--- config.mk ---
export PLATFORM = sky130hd
export DESIGN_NAME = key_debounce_repeat
export DESIGN_NICKNAME = d
export VERILOG_FILES = /design/src/rtl/key_debounce_repeat.sv
export SDC_FILE = /design/constraint.sdc
export NUM_CORES = 1
export LEC_CHECK = 0
export CAP_MARGIN = 20
export CORE_UTILIZATION = 58
export CTS_BUF_LIST = sky130_fd_sc_hd__clkbuf_2
export CTS_CLUSTER_SIZE = 12
export DETAILED_ROUTE_END_ITERATION = 7
export PLACE_DENSITY_LB_ADDON = 0.15
export RECOVER_POWER = 100
export SLEW_MARGIN = 20
export SYNTH_ARGS = -nofsm -noshare
export SYNTH_HDL_FRONTEND = slang
export SYNTH_SLANG_ARGS = --single-unit
--- constraint.sdc ---
create_clock -name CLK -period 2.3 [get_ports CLK]
set_input_delay 0.23 -clock CLK [delete_from_list [all_inputs] [get_ports CLK]]
set_output_delay 0.23 -clock CLK [all_outputs]
set_load 0.05 [all_outputs]
--- src/rtl/key_debounce_repeat.sv ---
// rtl/key_debounce_repeat.sv - four-key debouncer with per-key press/release pulses,
// auto-repeat FSMs and left/right conflict suppression on the game action outputs.
module key_debounce_repeat #(
  parameter int unsigned DEBOUNCE_CYC = 20000,
  parameter int unsigned REPEAT_DELAY = 150000,
  parameter int unsigned REPEAT_RATE  = 30000,
  parameter logic [3:0]  REPEAT_MASK  = 4'b1110
) (
  input  logic       CLK,
  input  logic       RST_N,
  input  logic [3:0] key_raw,
  output logic [3:0] key_level,
  output logic [3:0] key_press,
  output logic [3:0] key_release,
  output logic [3:0] key_evt
);

  localparam logic [24:0] DEB_LAST = 25'(DEBOUNCE_CYC - 1);
  localparam logic [24:0] DLY_LAST = 25'(REPEAT_DELAY - 1);
  localparam logic [24:0] RATE_LAST = 25'(REPEAT_RATE - 1);

  typedef enum logic [1:0] {
    ST_IDLE,
    ST_DELAY,
    ST_REPEAT
  } rep_state_e;

  logic [3:0]  sync1_q, sync2_q;
  logic [3:0]  level_q, level_d;
  logic [3:0]  press_q, press_d;
  logic [3:0]  rel_q, rel_d;
  logic [3:0]  evt_q, evt_d;
  logic [3:0]  rep_evt;
  logic [24:0] deb_cnt_q [4];
  logic [24:0] deb_cnt_d [4];
  logic [24:0] rep_cnt_q [4];
  logic [24:0] rep_cnt_d [4];
  rep_state_e  state_q [4];
  rep_state_e  state_d [4];

  always_ff @(posedge CLK) begin
    if (!RST_N) begin
      sync1_q <= '0;
      sync2_q <= '0;
      level_q <= '0;
      press_q <= '0;
      rel_q   <= '0;
      evt_q   <= '0;
      for (int i = 0; i < 4; i++) begin
        deb_cnt_q[i] <= '0;
        rep_cnt_q[i] <= '0;
        state_q[i]   <= ST_IDLE;
      end
    end else begin
      sync1_q <= key_raw;
      sync2_q <= sync1_q;
      level_q <= level_d;
      press_q <= press_d;
      rel_q   <= rel_d;
      evt_q   <= evt_d;
      for (int i = 0; i < 4; i++) begin
        deb_cnt_q[i] <= deb_cnt_d[i];
        rep_cnt_q[i] <= rep_cnt_d[i];
        state_q[i]   <= state_d[i];
      end
    end
  end

  // The counter only runs while the synchronized input disagrees with the accepted level.
  always_comb begin
    level_d = level_q;
    press_d = '0;
    rel_d   = '0;
    for (int i = 0; i < 4; i++) begin
      deb_cnt_d[i] = '0;
      if (sync2_q[i] != level_q[i]) begin
        if (deb_cnt_q[i] == DEB_LAST) begin
          level_d[i] = ~level_q[i];
          press_d[i] = sync2_q[i];
          rel_d[i]   = ~sync2_q[i];
        end else begin
          deb_cnt_d[i] = deb_cnt_q[i] + 25'd1;
        end
      end
    end
  end

  always_comb begin
    rep_evt = '0;
    for (int i = 0; i < 4; i++) begin
      state_d[i]   = state_q[i];
      rep_cnt_d[i] = rep_cnt_q[i];
      case (state_q[i])
        ST_IDLE: begin
          rep_cnt_d[i] = '0;
          if (press_q[i] && REPEAT_MASK[i]) state_d[i] = ST_DELAY;
        end
        ST_DELAY, ST_REPEAT: begin
          if (!level_q[i]) begin
            state_d[i]   = ST_IDLE;
            rep_cnt_d[i] = '0;
          end else if (rep_cnt_q[i] == ((state_q[i] == ST_DELAY) ? DLY_LAST : RATE_LAST)) begin
            rep_evt[i]   = 1'b1;
            rep_cnt_d[i] = '0;
            state_d[i]   = ST_REPEAT;
          end else begin
            rep_cnt_d[i] = rep_cnt_q[i] + 25'd1;
          end
        end
        default: begin
          state_d[i]   = ST_IDLE;
          rep_cnt_d[i] = '0;
        end
      endcase
    end
  end

  // Left and right held together cancel each other; their FSMs keep their schedule.
  always_comb begin
    evt_d = press_q | rep_evt;
    if (level_q[1] && level_q[2]) evt_d[2:1] = 2'b00;
  end

  assign key_level   = level_q;
  assign key_press   = press_q;
  assign key_release = rel_q;
  assign key_evt     = evt_q;

endmodule

==> reports/results.ini <==
[worst_setup_path]
worst_ep_arrival_time_ns = 1.96
path_max_fanout = 2
r2r_cells = 8
r2r_end = rep_cnt_q[3][12]
kind_of_critical_path = reg -> out
required_ns = 2.07
crit_path_start_kind = register
cp_num_buf_inv = 1
cell_by_cell_trace_of_the_critical_path = clkdlybuf4s50_1
cpPeakStageDelay_ns = 0.81
regToRegSetupSlack_ns = 0.12
critPathCaptureType = output port
regToRegStartpoint = state_q[3][1]
critical_path_cell_count = 1
crit_path_top_delay_cell = clkdlybuf4s50_1
cpLargestDelayFamily = buffers and inverters

[floorplan]
area_enclosed_by_the_die_boundary_um2 = 18300
placeableCoreArea_um2 = 17300
die_w_um = 135
boundaryPins = 22
rows = 48
die_h_um = 135
initial_core_util = 0.596

[hold_path]
hold_path_end = state_q[3][0]
hold_path.class = in -> reg
hp-start = RST_N
timing.hold.worst_path_depth = 4

[global_route]
wire_length_of_the_first_global_routing_pass_um = 32300
grt_pass1_vias = 7452
grt_remaining_overflow = 0
grt_antenna_before_repair = 0
grt_util_all_layers = 0.210
largest_net_degree_at_the_start_of_global_routing = 37

[timing]
final_period_minus_worst_setup_slack_ns = 2.19
slew_viol_final = 0
totalNegativeSetupSlack_ns = 0
max_freq_mhz = 457
grt_setup_unrepaired = false
hold_fails_final_rpt = 0
worst_hold_slack_ns = 0.229
worst_pin_slew_ns = 0.628
clock-skew-final_ns = 0.0318
timing.final.ws_setup_ns = 0.111
maxSlewHeadroom = 0.578
setup_viol_count_final = 0
fin_crit_sh = 0.952

[clock_tree]
clk_path_buf_depth = 3
cts_root_buf = clkbuf_2
cts_tree = built
post-cts-setup-buffers = 0
cts_htree_levels = 2
worst_path_clk_slew_ns = 0.10
clock_insertion_delay_worst_skew_ns = 0.80
cts_made_buffers = 56
cts_sinks = 231

[synthesis]
register_bit_count_reported_by_yosys = 231
synth.avg_cell_area_um2 = 8.75
syn_inst = 1177
area_of_the_mapped_netlist_um2 = 10300
synth.largest_area_cell = dfxtp_1
ys_async_sr_fraction = 0
dominantRegCellSynth = dfxtp_1
number_of_enable_type_register_cells_in_the_synthesized_netlist = 0
synth_fp_nets = 1203
synth_top_cells_by_area = dfxtp_1 (45%), xor2_1 (8.6%), nor2_1 (8.5%)
share_of_the_yosys_chip_area_belonging_to_registers = 0.449
synth_cell_type_count = 45
yosysTopAreaCellShare = 0.449
number_of_warnings_reported_in_the_yosys_synthesis_log = 0

[drt]
viasPerCell = 5.26
antenna_violating_nets_remaining = 0
num_vias = 7960
routed_wl_per_cell_um = 12.3
first_iter_violations = 446
first_pass_iters = 5
detail_route.drc_violations = 0
routed_wl_um = 18600

[placed_design]
preCtsSetupSlack_ns = 0.103
dp_hpwl_um = 12200
post_dp_cell_area_um2 = 10800
placement.io_buffers = 21
place.gp.congestion = 0.834

[cells_and_area]
antenna_cells_inserted = 0
final_net_count = 1271
final_layout_size_suffix_gt1_frac = 0.0886
area_growth_syn_to_layout_pct = 9.71
stdcell_area_um2 = 11300

[flow_run]
maxCapViolations = 0

[power_and_ir_drop]
power_per_cell_area_nw_per_um2 = 601
power.static_leakage_nw = 3.72
peakVddDrop_v = 0.000622
total_power_mw = 6.80

[outcome]
status = completed

==> layout make-up <==
cell class	count	area (um^2)
clock buffers	82	410
clock inverters	18	98.8
fillers	1462	5990
inverters	29	109
multi-input cells	882	5380
flip-flops and latches	231	4620
well taps	225	282
repair buffers	45	404
==> kinds of logic (layout without fill, tap and decap cells) <==
logic type / after synthesis / in the layout / share of synthesized area
adders and majority gates: 20 / 20 / 0.0243
AOI/OAI and AO/OA: 18 / 18 / 0.0142
and+or+nand+nor: 645 / 645 / 0.314
buffers and inverters: 64 / 174 / 0.0288
DFF: 231 / 231 / 0.449
xor gates and xnor gates: 189 / 189 / 0.161
muxes: 10 / 10 / 0.00972
==> how the worst max path moves through the flow <==
| stage | from | to | slack [ns] |
|---|---|---|---|
| floorplan | state_q[3][1] | rep_cnt_q[3][2] | 0.12 |
| detailed placement | state_q[3][1] | rep_cnt_q[3][16] | 0.10 |
| global route | state_q[2][1] | state_q[2][1] | 0.003 |
| global placement | state_q[3][1] | state_q[3][1] | 0.16 |
| CTS | key_press[0] | key_press[0] | 0.02 |
| finish | key_level[3] | key_level[3] | 0.11 |
==> layer usage <==
metal	share of wire	global-route usage	routed length, um
met5	0	0	0
met4	0.014	0.0787	269
met3	0.031	0.0441	579
met2	0.46	0.340	8470
met1	0.50	0.275	9260
==> state kept, by name, indices dropped and copies added, names as in the netlist <==
name and flops:
key_evt 4, key_release 4, key_press 4, sync2_q 4
deb_cnt_q 100, rep_cnt_q 100, sync1_q 4, state_q 7
key_level 4
==> power by group <==
group          internal [mW]  total (mW)  switching (mW)
combinational         0.0582       0.122          0.0642
clock                   1.07        2.65            1.58
sequential              4.01        4.03          0.0151
==> Yosys cell counts, types with 2 or more instances <==
cell,instances
xnor2_1,88
nand3_1,89
buf_6,5
nor2_1,233
or3b_2,2
nor3b_1,7
nor4_2,2
nor4b_1,4
clkbuf_2,2
dfxtp_1,231
clkbuf_1,17
o21bai_1,3
nand3b_1,5
xor2_1,101
and2_1,13
nor3_1,47
nand4_1,53
nand4b_1,3
nor4bb_1,2
a21oi_1,2
or4_1,7
nand2_1,75
inv_1,29
mux2i_1,10
nor2b_1,12
ha_1,20
and3_1,26
nor4_1,38
buf_2,10
a21boi_0,4
a31oi_1,4
and4_1,20
==> placed cells by master (no fill, tap or decap), types with 3 or more instances in the layout <==
cell type,count
and3_1,26
o21bai_1,3
clkinv_1,11
and2_1,11
nand3b_1,5
nand3_1,89
nand4_1,53
buf_12,3
xor2_1,101
clkbuf_1,3
clkinv_2,4
nor4_1,39
nor2_1,233
clkdlybuf4s50_1,10
dfxtp_1,231
dlygate4sd2_1,6
buf_4,10
a21boi_0,4
nor3_1,47
nand4b_1,3
dlygate4sd3_1,8
clkbuf_2,87
and4_1,20
inv_1,29
nor4b_1,4
mux2i_1,10
a31oi_1,4
xnor2_1,88
nor3b_1,7
nor2b_1,12
ha_1,20
nand2_1,75
or4_1,7
==> per-stage QoR <==
| step | util | instances |
|---|---|---|
| final | 0.654 | 1512 |
| after global routing | 0.654 | 1512 |
| after CTS | 0.655 | 1512 |
| after detailed placement | 0.624 | 1408 |
| after global placement | 0.624 | 1408 |
| after floorplan | - | 1177 |
==> timing repair <==
| action | CTS | global route |
|---|---|---|
| endpoints found under the hold margin | 4 | 0 |
| hold buffers | 4 | 0 |
| pin swaps | 0 | 1 |
| resized for setup | 6 | 1 |
| endpoints found under the setup margin | 6 | 9 |
(Power assumes the default switching activity.)
